==> src/rtl/mem_port_arbiter_pkg.sv <==
// Shared types for the instruction/data memory port arbiter.
// Latency: none (types and constants only).
// Backpressure: not applicable.
package toast_mem_pkg;

    typedef enum logic [1:0] {
        IDLE,
        ISSUE,
        WAIT,
        DONE
    } arb_state_t;

    typedef enum logic {
        OWNER_IF,
        OWNER_DM
    } arb_owner_t;

    // Width of the saturating starvation counter.
    localparam int STARVE_W = 4;

endpackage

==> src/rtl/mem_port_arbiter_if.sv <==
// Bundles both requester handshakes and the shared memory port.
// Latency: none (wiring only).
// Backpressure: requesters hold req and payload until their ack pulse.
interface mem_port_arbiter_if #(
    parameter int ADDR_W = 16,
    parameter int DATA_W = 16
);
    // fetch requester
    logic              if_req;
    logic [ADDR_W-1:0] if_addr;
    logic              if_ack;
    logic [DATA_W-1:0] if_rdata;
    // data requester
    logic              dm_req;
    logic              dm_we;
    logic [ADDR_W-1:0] dm_addr;
    logic [DATA_W-1:0] dm_wdata;
    logic              dm_ack;
    logic [DATA_W-1:0] dm_rdata;
    // memory side
    logic              mem_en;
    logic              mem_we;
    logic [ADDR_W-1:0] mem_addr;
    logic [DATA_W-1:0] mem_wdata;
    logic [DATA_W-1:0] mem_rdata;

    // Arbiter view.
    modport master (
        input  if_req, if_addr, dm_req, dm_we, dm_addr, dm_wdata, mem_rdata,
        output if_ack, if_rdata, dm_ack, dm_rdata,
        output mem_en, mem_we, mem_addr, mem_wdata
    );

    // Requesters and memory view.
    modport slave (
        output if_req, if_addr, dm_req, dm_we, dm_addr, dm_wdata, mem_rdata,
        input  if_ack, if_rdata, dm_ack, dm_rdata,
        input  mem_en, mem_we, mem_addr, mem_wdata
    );

endinterface

==> src/rtl/mem_arb_starve_ctr.sv <==
// Saturating count of fetch losses, flags when the force-grant limit is hit.
// Latency: count updates one cycle after inc/clr; at_limit is combinational from the count.
// Backpressure: none; clr takes precedence over inc.
module mem_arb_starve_ctr
    import toast_mem_pkg::*;
#(
    parameter int LIMIT = 4
) (
    input  logic clock,
    input  logic reset,
    input  logic inc,
    input  logic clr,
    output logic at_limit
);

    logic [STARVE_W-1:0] cnt;

    // Saturating counter; holds at all-ones rather than wrapping.
    always_ff @(posedge clock) begin
        if (reset) begin
            cnt <= '0;
        end else if (clr) begin
            cnt <= '0;
        end else if (inc && (cnt != '1)) begin
            cnt <= cnt + STARVE_W'(1);
        end
    end

    assign at_limit = (cnt == STARVE_W'(LIMIT));

endmodule

==> src/rtl/mem_port_arbiter.sv <==
// Shares one memory port between instruction fetch and load/store; data wins unless fetch is starved.
// Latency: accept edge to ack cycle is 2+MEM_LATENCY cycles; one access per 3+MEM_LATENCY cycles.
// Backpressure: requests wait in IDLE until granted; halt blocks new grants but never aborts one in flight.
module mem_port_arbiter
    import toast_mem_pkg::*;
#(
    parameter int ADDR_W       = 16,
    parameter int DATA_W       = 16,
    parameter int MEM_LATENCY  = 1,
    parameter int STARVE_LIMIT = 4
) (
    input  logic              clock,
    input  logic              reset,
    input  logic              halt,
    output logic              busy,
    mem_port_arbiter_if.master bus
);

    localparam int LAT_W = 3;

    arb_state_t        state;
    arb_state_t        state_nxt;
    arb_owner_t        owner;
    logic              we_q;
    logic [ADDR_W-1:0] addr_q;
    logic [DATA_W-1:0] wdata_q;
    logic [LAT_W-1:0]  lat_cnt;
    logic [DATA_W-1:0] if_rdata_q;
    logic [DATA_W-1:0] dm_rdata_q;

    logic grant;
    logic grant_if;
    logic at_limit;
    logic starve_inc;
    logic starve_clr;
    logic last_wait;

    // Grants only come from IDLE, so a request still high during its own ack is not re-served.
    assign grant      = (state == IDLE) && !halt && (bus.if_req || bus.dm_req);
    assign grant_if   = bus.if_req && (!bus.dm_req || at_limit);
    assign last_wait  = (state == WAIT) && (lat_cnt == LAT_W'(1));
    // Halt freezes the starvation count: no clearing while halted in IDLE.
    assign starve_inc = grant && !grant_if && bus.if_req;
    assign starve_clr = (grant && grant_if) || ((state == IDLE) && !halt && !bus.if_req);

    mem_arb_starve_ctr #(
        .LIMIT (STARVE_LIMIT)
    ) u_starve_ctr (
        .clock    (clock),
        .reset    (reset),
        .inc      (starve_inc),
        .clr      (starve_clr),
        .at_limit (at_limit)
    );

    // State register, grant latches, latency down-counter and read-data capture.
    always_ff @(posedge clock) begin
        if (reset) begin
            state      <= IDLE;
            owner      <= OWNER_IF;
            we_q       <= 1'b0;
            addr_q     <= '0;
            wdata_q    <= '0;
            lat_cnt    <= '0;
            if_rdata_q <= '0;
            dm_rdata_q <= '0;
        end else begin
            state <= state_nxt;
            if (grant) begin
                if (grant_if) begin
                    owner  <= OWNER_IF;
                    we_q   <= 1'b0;
                    addr_q <= bus.if_addr;
                end else begin
                    owner   <= OWNER_DM;
                    we_q    <= bus.dm_we;
                    addr_q  <= bus.dm_addr;
                    wdata_q <= bus.dm_wdata;
                end
            end
            if (state == ISSUE) begin
                lat_cnt <= LAT_W'(MEM_LATENCY);
            end else if (state == WAIT) begin
                lat_cnt <= lat_cnt - LAT_W'(1);
            end
            // Writes leave both read-data registers untouched.
            if (last_wait && !we_q) begin
                if (owner == OWNER_IF) begin
                    if_rdata_q <= bus.mem_rdata;
                end else begin
                    dm_rdata_q <= bus.mem_rdata;
                end
            end
        end
    end

    // Next-state logic and decoded strobes.
    always_comb begin
        state_nxt  = state;
        bus.mem_en = 1'b0;
        bus.mem_we = 1'b0;
        bus.if_ack = 1'b0;
        bus.dm_ack = 1'b0;
        case (state)
            IDLE: begin
                if (grant) begin
                    state_nxt = ISSUE;
                end
            end
            ISSUE: begin
                bus.mem_en = 1'b1;
                bus.mem_we = we_q;
                state_nxt  = WAIT;
            end
            WAIT: begin
                if (last_wait) begin
                    state_nxt = DONE;
                end
            end
            DONE: begin
                bus.if_ack = (owner == OWNER_IF);
                bus.dm_ack = (owner == OWNER_DM);
                state_nxt  = IDLE;
            end
            default: state_nxt = IDLE;
        endcase
    end

    assign bus.mem_addr  = addr_q;
    assign bus.mem_wdata = wdata_q;
    assign bus.if_rdata  = if_rdata_q;
    assign bus.dm_rdata  = dm_rdata_q;
    assign busy          = (state != IDLE);

endmodule

==> src/flat_wrapper.sv <==
// flat-port wrapper written by rule: the top's interface ports become plain ports
module mem_port_arbiter_flat import toast_mem_pkg::*;
#(
    parameter int ADDR_W       = 16,
    parameter int DATA_W       = 16,
    parameter int MEM_LATENCY  = 1,
    parameter int STARVE_LIMIT = 4
)
  (clock, reset, halt, busy, bus_if_req, bus_if_addr, bus_dm_req, bus_dm_we, bus_dm_addr, bus_dm_wdata, bus_mem_rdata, bus_if_ack, bus_if_rdata, bus_dm_ack, bus_dm_rdata, bus_mem_en, bus_mem_we, bus_mem_addr, bus_mem_wdata);
  mem_port_arbiter_if #(.ADDR_W(ADDR_W), .DATA_W(DATA_W)) bus_i ();
  input  logic clock;
  input  logic reset;
  input  logic halt;
  output logic busy;
  input wire logic [$bits(bus_i.if_req)-1:0] bus_if_req;
  input wire logic [$bits(bus_i.if_addr)-1:0] bus_if_addr;
  input wire logic [$bits(bus_i.dm_req)-1:0] bus_dm_req;
  input wire logic [$bits(bus_i.dm_we)-1:0] bus_dm_we;
  input wire logic [$bits(bus_i.dm_addr)-1:0] bus_dm_addr;
  input wire logic [$bits(bus_i.dm_wdata)-1:0] bus_dm_wdata;
  input wire logic [$bits(bus_i.mem_rdata)-1:0] bus_mem_rdata;
  output wire logic [$bits(bus_i.if_ack)-1:0] bus_if_ack;
  output wire logic [$bits(bus_i.if_rdata)-1:0] bus_if_rdata;
  output wire logic [$bits(bus_i.dm_ack)-1:0] bus_dm_ack;
  output wire logic [$bits(bus_i.dm_rdata)-1:0] bus_dm_rdata;
  output wire logic [$bits(bus_i.mem_en)-1:0] bus_mem_en;
  output wire logic [$bits(bus_i.mem_we)-1:0] bus_mem_we;
  output wire logic [$bits(bus_i.mem_addr)-1:0] bus_mem_addr;
  output wire logic [$bits(bus_i.mem_wdata)-1:0] bus_mem_wdata;
  assign bus_i.if_req = bus_if_req;
  assign bus_i.if_addr = bus_if_addr;
  assign bus_i.dm_req = bus_dm_req;
  assign bus_i.dm_we = bus_dm_we;
  assign bus_i.dm_addr = bus_dm_addr;
  assign bus_i.dm_wdata = bus_dm_wdata;
  assign bus_i.mem_rdata = bus_mem_rdata;
  assign bus_if_ack = bus_i.if_ack;
  assign bus_if_rdata = bus_i.if_rdata;
  assign bus_dm_ack = bus_i.dm_ack;
  assign bus_dm_rdata = bus_i.dm_rdata;
  assign bus_mem_en = bus_i.mem_en;
  assign bus_mem_we = bus_i.mem_we;
  assign bus_mem_addr = bus_i.mem_addr;
  assign bus_mem_wdata = bus_i.mem_wdata;
  mem_port_arbiter #(.ADDR_W(ADDR_W), .DATA_W(DATA_W), .MEM_LATENCY(MEM_LATENCY), .STARVE_LIMIT(STARVE_LIMIT)) u_core (.clock(clock), .reset(reset), .halt(halt), .busy(busy), .bus(bus_i));
endmodule
==> config.mk <==
export PLATFORM = sky130hd
export DESIGN_NAME = mem_port_arbiter_flat
export DESIGN_NICKNAME = d
export VERILOG_FILES = /design/src/rtl/mem_port_arbiter_pkg.sv /design/src/rtl/mem_port_arbiter_if.sv /design/src/rtl/mem_arb_starve_ctr.sv /design/src/rtl/mem_port_arbiter.sv /design/src/flat_wrapper.sv
export SDC_FILE = /design/constraint.sdc
export NUM_CORES = 1
export LEC_CHECK = 0
export CAP_MARGIN = 20
export CORE_MARGIN = 1
export CORE_UTILIZATION = 30
export CTS_BUF_LIST = sky130_fd_sc_hd__clkbuf_4
export CTS_CLUSTER_SIZE = 24
export DETAILED_ROUTE_END_ITERATION = 7
export GPL_ROUTABILITY_DRIVEN = 0
export GPL_TIMING_DRIVEN = 0
export HOLD_SLACK_MARGIN = 0.06
export PLACE_DENSITY = 0.67
export SKIP_LAST_GASP = 1
export SLEW_MARGIN = 15
export SYNTH_ARGS = -nofsm -noshare
export SYNTH_HDL_FRONTEND = slang
export SYNTH_SLANG_ARGS = --single-unit
==> constraint.sdc <==
create_clock -name clock -period 2.2 [get_ports clock]
set_input_delay 0.33 -clock clock [delete_from_list [all_inputs] [get_ports clock]]
set_output_delay 0.33 -clock clock [all_outputs]
set_load 0.01 [all_outputs]
# ---- After elaboration in Yosys (flattened, before gate mapping)
# Index checks and enable logic that the tools add are counted.
dict set report word_totals {
  word_cells 61
  out_inout_bits 69
  regBits 75
}
dict set report op_classes {
  mux 12
  add_sub_neg 2
  bitwise 2
  n_eq_ne 8
  n_reduce_logical 27
}
# operator count
set ops {}
lappend ops {{16-bit 2-to-1 mux} 1}
lappend ops {{1-bit logical AND} 10}
lappend ops {{1-bit 2-to-1 mux} 8}
lappend ops {{2-bit case mux with 4 select lines} 1}
lappend ops {{2-bit AND reduction} 4}
lappend ops {{1-bit zero test} 5}
lappend ops {{4-bit by 1-bit adder with 4-bit output, second input constant} 1}
lappend ops {{2-bit equality test, second input constant} 2}
lappend ops {{4-bit by 3-bit equality test with 1-bit output, second input constant} 1}
lappend ops {{2-bit 2-to-1 mux} 2}
lappend ops {{2-bit by 1-bit != test with 1-bit output, second input constant} 2}
lappend ops {{4-bit != test, second input constant} 1}
lappend ops {{2-bit nonzero test} 2}
lappend ops {{2-bit OR reduction} 2}
lappend ops {{3-bit by 1-bit equality test with 1-bit output, second input constant} 1}
lappend ops {{1-bit logical OR} 3}
lappend ops {{3-bit by 1-bit subtractor with 3-bit output, second input constant} 1}
lappend ops {{2-bit by 1-bit equality test with 1-bit output, second input constant} 1}
lappend ops {{2-bit zero test} 1}
lappend ops {{1-bit inverter} 2}

# ---- Depth between registers and ports, before layout
# Gate-level depths: netlist of run 1.
dict set report depth {
  word_depth 7
  mapped_depth 8
}

# ---- Hierarchy
# Synthesis of run 1 repeated with hierarchy kept, for this count alone.
dict set report unflattened {
  cells_unflattened 398
  hier_area_um2 3305.7
}
# mod n_inst cells_per_inst area_per_inst_um2
set by_module_without_submodules {}
lappend by_module_without_submodules {mem_port_arbiter 1 372 3085.5}
lappend by_module_without_submodules {mem_arb_starve_ctr 1 26 220.2}

# ---- Least setup slack after synthesis of run 1
# No wires, ideal clock.
dict set report synth_timing {
  path_kind {register to register}
  from {register u_core.state[0]}
  to {register u_core.addr_q[15], in the netlist u_core.bus.mem_addr[15]}
  stages_incl_launch_ff 9
  synth_period_minus_slack_ps 1697
  slack_ps 503
  setup_ps 128
  arrival_ps 1569
  required_time_ps 2072
  cell_sequence {dfxtp_1 > inv_1 > ha_1 > and2b_1 > and3_1 > buf_6 > buf_6 > a222oi_1 > nor2_1}
}
dict set report synth_between {
  elab_chain_len 3
}
# element line
set synth_lines {}
lappend synth_lines {{start, declared} mem_port_arbiter.sv:21} ;# arb_state_t state;
lappend synth_lines {{start signal, assigned} mem_port_arbiter.sv:68} ;# state <= state_nxt;
lappend synth_lines {{2-bit zero test} mem_port_arbiter.sv:39} ;# assign grant = (state == IDLE) && !halt && (bus.if_req || bus.dm_req);
lappend synth_lines {{1-bit logical AND (2 in series)} mem_port_arbiter.sv:39}
lappend synth_lines {{end signal, assigned} mem_port_arbiter.sv:73} ;# addr_q <= bus.if_addr;
lappend synth_lines {{end signal, assigned} mem_port_arbiter.sv:77} ;# addr_q <= bus.dm_addr;
lappend synth_lines {{end, declared} mem_port_arbiter.sv:25} ;# logic [ADDR_W-1:0] addr_q;
# Every way passes these cells.
# A chain may end at the register's enable or synchronous reset.

# ---- Worst setup path after layout of run 1
dict set report layout_timing {
  from {register u_core.state[1]}
  to {output bus_mem_we}
}
dict set report layout_between {
  elab_chain_len 2
}
# element line
set layout_lines {}
lappend layout_lines {{2-bit by 1-bit equality test with 1-bit output} mem_port_arbiter.sv:104} ;# case (state)
lappend layout_lines {{1-bit 2-to-1 mux} mem_port_arbiter.sv:104}
lappend layout_lines {{end, declared} flat_wrapper.sv:27} ;# output wire logic [$bits(bus_i.mem_we)-1:0] bus_mem_we;
# Every way passes these cells.

==> results of run 1 <==
[area by class of cell]
type | count | area (um2) | share of cell area, %
Buffer | 19 | 119 | 2.54
Clock buffer | 9 | 67.6 | 1.45
Clock inverter | 7 | 106 | 2.28
Inverter | 7 | 26.3 | 0.563
Multi-Input combinational cell | 203 | 1320 | 28.2
Sequential cell | 75 | 1500 | 32.2
Tap cell | 129 | 161 | 3.46
Timing Repair Buffer | 137 | 1370 | 29.4
[registers in the layout (all words and copies together) (netlist names)]
signal and flops:
u_core.we_q 1, u_core.bus.mem_addr 16, u_core.u_starve_ctr.cnt 4, u_core.bus.if_rdata 16
u_core.bus.dm_rdata 16, u_core.lat_cnt 3, u_core.bus.mem_wdata 16, u_core.state 2
u_core.owner 1
[worst max-delay path by stage]
stage | from | end | slack, ns | depth (start not counted)
5_1_grt | u_core.state[0] | busy | 0.01 | 4
6_report | u_core.state[1] | bus_mem_we | 0.14 | 4
3_3_place_gp | halt | u_core.bus.mem_addr[0] | 0.23 | 7
4_1_cts | u_core.state[1] | bus_mem_we | 0.03 | 4
3_5_place_dp | bus_if_req | u_core.bus.mem_addr[14] | 0.18 | 6
2_1_floorplan | u_core.state[0] | u_core.bus.mem_addr[15] | 0.50 | 8
[timing repair]
action | in CTS | in global routing
setup endpoints to repair | 1 | 2
resized for setup | 1 | 4
gates cloned | 0 | 0
[cells by family (layout without fill, tap and decap cells)]
family                   count (synthesis)  count (layout)  share of synthesized area, %
buffers and inverters                   26             179                          4.92
flip-flops                              75              75                          50.9
adder cells (fa/ha/maj)                  9               9                          3.82
AND/OR/NAND/NOR                        111             111                          16.5
XOR/XNOR                                 2               2                         0.594
AO/OA/AOI/OAI                           46              46                          11.3
multiplexers                            35              35                          11.9
[Yosys cell counts, drive strengths merged]
| master | count |
|---|---|
| xor2 | 1 |
| and2 | 2 |
| nand3 | 3 |
| nand2b | 3 |
| xnor2 | 1 |
| nor3b | 2 |
| mux2 | 1 |
| or3 | 1 |
| inv | 7 |
| a22o | 1 |
| dfxtp | 75 |
| a22oi | 1 |
| and4b | 1 |
| a311oi | 1 |
| a211oi | 2 |
| nand4b | 1 |
| and3b | 1 |
| nor3 | 2 |
| a21o | 1 |
| a21boi | 1 |
| nand3b | 2 |
| nor2 | 55 |
| ha | 9 |
| and3 | 1 |
| clkbuf | 8 |
| o21ai | 2 |
| nor2b | 1 |
| and2b | 1 |
| a2111oi | 1 |
| a222oi | 16 |
| nand2 | 34 |
| mux2i | 34 |
| buf | 11 |
| a21oi | 20 |
| nand4 | 1 |
[metal layers]
metal	routed length (um)	share of wire, %	vias to the layer above
met5	0	0	-
met4	8	0.099	0
met3	720	8.9	2
met2	3830	47	101
met1	3520	44	1276
li1	-	-	1358
[through the flow]
stage          area, um2  utilization (%)  instances  setup slack, ns  hold slack, ns
2_1_floorplan       2950                -        304            0.503           0.466
3_3_place_gp        4480             47.8        570            0.230           0.441
3_5_place_dp        4480             47.8        570            0.180           0.447
4_1_cts             4660             49.7        586           0.0254           0.430
5_1_grt             4670             49.8        586           0.0114           0.414
6_report            4670             49.8        586            0.137           0.457
[critical path, cell delays in order, from the launching register on]
cell             delay [ns]
dfxtp_1                0.41
inv_2                  0.09
ha_4                   0.18
and2_1                 0.15
clkdlybuf4s50_1        0.49
[where the power goes]
part / internal [mW] / switching, mW / total [mW]
combinational: 0.533 / 0.470 / 1.00
clock: 0.563 / 0.470 / 1.03
sequential: 1.48 / 0.0792 / 1.56
==> impl_results.md, run 1 <==
* Syn Area/Cell at ~9.7 um2
* Top Usage Layer GRT: met2
* Number of cell rows at 35
* Final WL at ~8.1 mm
* Die Y at 101 um
* Vias in the first global route at about 2600
* Core footprint at between 0.009 and 0.01 mm2
* Worst Tran Pin Value at roughly 0.59 ns
* Data required time at the worst endpoint at about 1.9 ns
* Leakage at 1.80 nW
* WL per Instance at between 10 and 15 um
* Maxcap violations at 0
* Number of diodes at 0
* Initial Util at a little under a third
* Area leader, netlist: dfxtp_1
* YS warnings at 0
* Post-CTS Setup Repair Bufs at 0
* RSZ-0062 raised after global routing: false
* Ratio of cells with drive above 1 in the final layout at ~6.6%
* CTS Buf Count at 9
* Startpoint types: register
* Sequential share of the synthesized area at between 50 and 60%
* Setup Skew at 0.00821 ns
* Drt initial violations at approximately 160
* FF-to-FF path depth at 8
* Hold_buf cts at 0
* Final TNS setup at 0 ns
* Area grow syn2layout at 58.4%
* Final global-route overflow total at 0
* Final hold vios at 0
* Minimum clock period at approximately 2.1 ns
* FMAX at around 0.48 GHz
* IR drop worst, VDD at approximately 0.4 mV
* Largest net degree at the start of global routing at 13
* Antenna violations before repair at 0
* Unique masters post-synth at 39
* Hold Path Sink: u_core.bus.mem_wdata[14]
* Slew margin rel. at about three fifths
* Global-route wire length before repair at ~13 mm
* WHS Path Cells at 2
* Crit share post-route at between 90% and 100%
* # clock sinks at 75
* Final ANT Viol Nets at 0
* Gr usage total at between 15 and 20%
* Startpoint of the worst hold path: u_core.bus.mem_wdata[14]
* R2R Setup Slk at 0.28 ns
* Clk_lat worst skew at slightly above 0.4 ns
* Worst min path class: register to register
* Die area at 0.0102 mm2
* Vias at roughly 2700
* Pwr/cell area at just under 800 mW/mm2
* PortBufs at ~140
* Synth Instances at 304
* Pins Over Slew Limit at 0
* Clk slew on worst S/H paths at ~0.12 ns
* RR Endpoint: u_core.bus.mem_addr[15]
* Synth Cell Area at 0.00295 mm2
* Post-route DRC at 0
* Crit path capture type: output pin
* GRT met2 Usage at 25.6%
* DP HPWL at slightly below 6 mm
* #FFs+latches synth at 75
* Critical path arrival at 1.73 ns
* Most frequent cells in the layout: 137 x clkdlybuf4s50_1, 74 x dfxtp_1, 55 x nor2_1
* TritonCTS clock tree: done
* CP max FO at 5
* CTS root buf: clkbuf_4
* Drt via density at between 4 and 5
* R2R Path Start: u_core.state[0]
* Status: completed
* Clock Path Buffers at 2
* Number of iterations in the first detailed-routing pass at 5
* Die W at between 100 and 150 um
* Final Setup Violations at 0
* Clock H-tree levels at 3
* Kind of critical path: register to output pin
* Met1 Track Usage GR at between 10% and 20%
* Nets@finish at 531
* Met3 Use GR at 8.18%
* Ports at around 140
* Net Count, Synth at about 380
* Synth top area share at 50.9%
* Total power at roughly 3.6 mW
* Layout fillers at 920
* Largest cells by area after synthesis: dfxtp_1 51%, mux2i_1 12%, nor2_1 7.0%
* Commonest non-fill, non-tap cell in the layout: clkdlybuf4s50_1
No activity file was read; power rests on OpenSTA's default activity.
==> run 2, diff against run 1 <==
--- a/config.mk
+++ b/config.mk
@@ -5,7 +5,6 @@
 export SDC_FILE = /design/constraint.sdc
 export NUM_CORES = 1
 export LEC_CHECK = 0
-export CAP_MARGIN = 20
 export CORE_MARGIN = 1
 export CORE_UTILIZATION = 30
 export CTS_BUF_LIST = sky130_fd_sc_hd__clkbuf_4
@@ -14,7 +13,7 @@
 export GPL_ROUTABILITY_DRIVEN = 0
 export GPL_TIMING_DRIVEN = 0
 export HOLD_SLACK_MARGIN = 0.06
-export PLACE_DENSITY = 0.67
+export PLACE_DENSITY = 0.66
 export SKIP_LAST_GASP = 1
 export SLEW_MARGIN = 15
 export SYNTH_ARGS = -nofsm -noshare
==> impl_results.md, run 2 (same netlist as run 1, synthesis figures left out) <==
* Data required time at the worst endpoint at 1.87 ns
* Crit-path leading delay family: buffers and inverters
* Clock H-tree levels at 3
* Clk slew on worst S/H paths at around 0.11 ns
* Top Metal Used: met4
* Area grow syn2layout at 59.4%
* Final global-route overflow total at 0
* Met3 WL post-DR at between 600 and 700 um
* Highest-delay cell along the critical path: clkdlybuf4s50_1
* FMAX at between 0.4 and 0.5 GHz
* Startpoint types: register
* CP max FO at 5
* Ports at around 140
* Vias at about 2700
* Die W at 101 um
* Antenna violations before repair at 0
* Clock Path Buffers at 2
* Met2 wire length at about 3.7 mm
* Maxcap violations at 0
* CTS Buf Count at 9
* Clk_lat worst skew at roughly 0.4 ns
* Post-route DRC at 0
* Largest net degree at the start of global routing at 13
* Pins Over Slew Limit at 0
* Layout fillers at ~900
* Initial Util at 31.5%
* Minimum clock period at 2.08 ns
* Final ANT Viol Nets at 0
* Buf+Inv Stages, Crit Path at 2
* Commonest non-fill, non-tap cell in the layout: clkdlybuf4s50_1
* Ratio of cells with drive above 1 in the final layout at between 6 and 7%
* # clock sinks at 75
* Final instance area at between 0.004 and 0.005 mm2
* Critical path arrival at 1.75 ns
* Die area at 0.0102 mm2
* Drt via density at 4.65
* Crit share post-route at 94.7%
* Final TNS setup at 0 ns
* Post-placement cell area at around 0.0045 mm2
* Crit-path cells: inv_1 > ha_4 > and2_1 > clkdlybuf4s50_1
* Drt initial violations at ~150
* Met1 WL at approximately 3.5 mm
* Kind of critical path: register to output pin
* Die Y at slightly above 100 um
* Number of diodes at 0
* Vias in the first global route at 2685
* Global-route wire length before repair at ~13 mm
* CTS root buf: clkbuf_4
* Pwr/cell area at ~790 mW/mm2
* Number of cell rows at 35
* Slew margin rel. at 60.3%
* Hold_buf cts at 0
* DP HPWL at approximately 6 mm
* Worst min path class: register to register
* Total power at ~3.7 mW
* Post-CTS Setup Repair Bufs at 0
* Final Setup Violations at 0
* WL per Instance at ~14 um
* RSZ-0062 raised after global routing: true
* Nets@finish at 531
* TritonCTS clock tree: done
* Core footprint at around 0.0094 mm2
* Final WL at about 8 mm
* Final hold vios at 0
* PortBufs at around 140
* Gr usage total at 16.1%
* Status: completed
* IR drop worst, VDD at approximately 0.35 mV
* Number of iterations in the first detailed-routing pass at 7
* Crit path capture type: output pin
* Worst Tran Pin Value at between 0.5 and 0.6 ns
* Setup Skew at 0.0106 ns
* Most frequent cells in the layout: 137 x clkdlybuf4s50_1, 74 x dfxtp_1, 55 x nor2_1
* Slowest stage delay, CP at 0.54 ns
* Leakage at roughly 1.8 nW
## run 2: worst paths after layout
kind | end | slack [ns] | depth (start not counted) | startpoint
worst min-delay path | u_core.bus.mem_wdata[3] | 0.46 | 2 | u_core.bus.mem_wdata[3]
worst max register to register | u_core.bus.dm_rdata[10] | 0.29 | 6 | u_core.lat_cnt[0]
worst max-delay path | bus_mem_we | 0.12 | 4 | u_core.state[1]
worst min register to register | u_core.bus.mem_wdata[3] | 0.46 | 2 | u_core.bus.mem_wdata[3]
## run 2: cell type report
type                    instances  area, um2  share of cell area (%)
clock inverters                 6        128                    2.72
clock buffers                  10       75.1                    1.60
well taps                     129        161                    3.43
multi-input cells             203       1320                    28.0
inverters                       7       26.3                   0.559
plain buffers                  19        119                    2.53
repair buffers                137       1370                    29.2
flip-flops and latches         75       1500                    32.0
## run 2: per-stage QoR
step | utilization [%] | setup WS, ns | hold WS, ns | std cells
2_1_floorplan | - | 0.503 | 0.466 | 304
6_report | 50.1 | 0.116 | 0.461 | 586
5_1_grt | 50.1 | -0.0416 | 0.428 | 586
4_1_cts | 50.0 | 0.0170 | 0.438 | 586
3_3_place_gp | 47.8 | 0.234 | 0.441 | 570
3_5_place_dp | 47.8 | 0.199 | 0.446 | 570
## run 2: timing repair
action | 4_1_cts | 5_1_grt
setup endpoints to repair | 0 | 2
gates resized for setup | 0 | 4
hold endpoints to repair | 0 | 0
## run 2: metal layers
layer / global-route usage [%] / up-vias
li1: - / 1356
met1: 18.5 / 1259
met2: 27.2 / 101
met3: 7.21 / 7
met4: 4.12 / 0
met5: 0 / -
## run 2: power breakdown
part           total (mW)  switching, mW  internal [mW]
clock                1.16          0.466          0.696
sequential           1.56         0.0794           1.48
combinational       0.995          0.461          0.534
## run 2: worst min-delay path, cell delays in order (launching register included)
cell     delay [ns]
dfxtp_1        0.32
nand2_1        0.05
a21oi_1        0.05
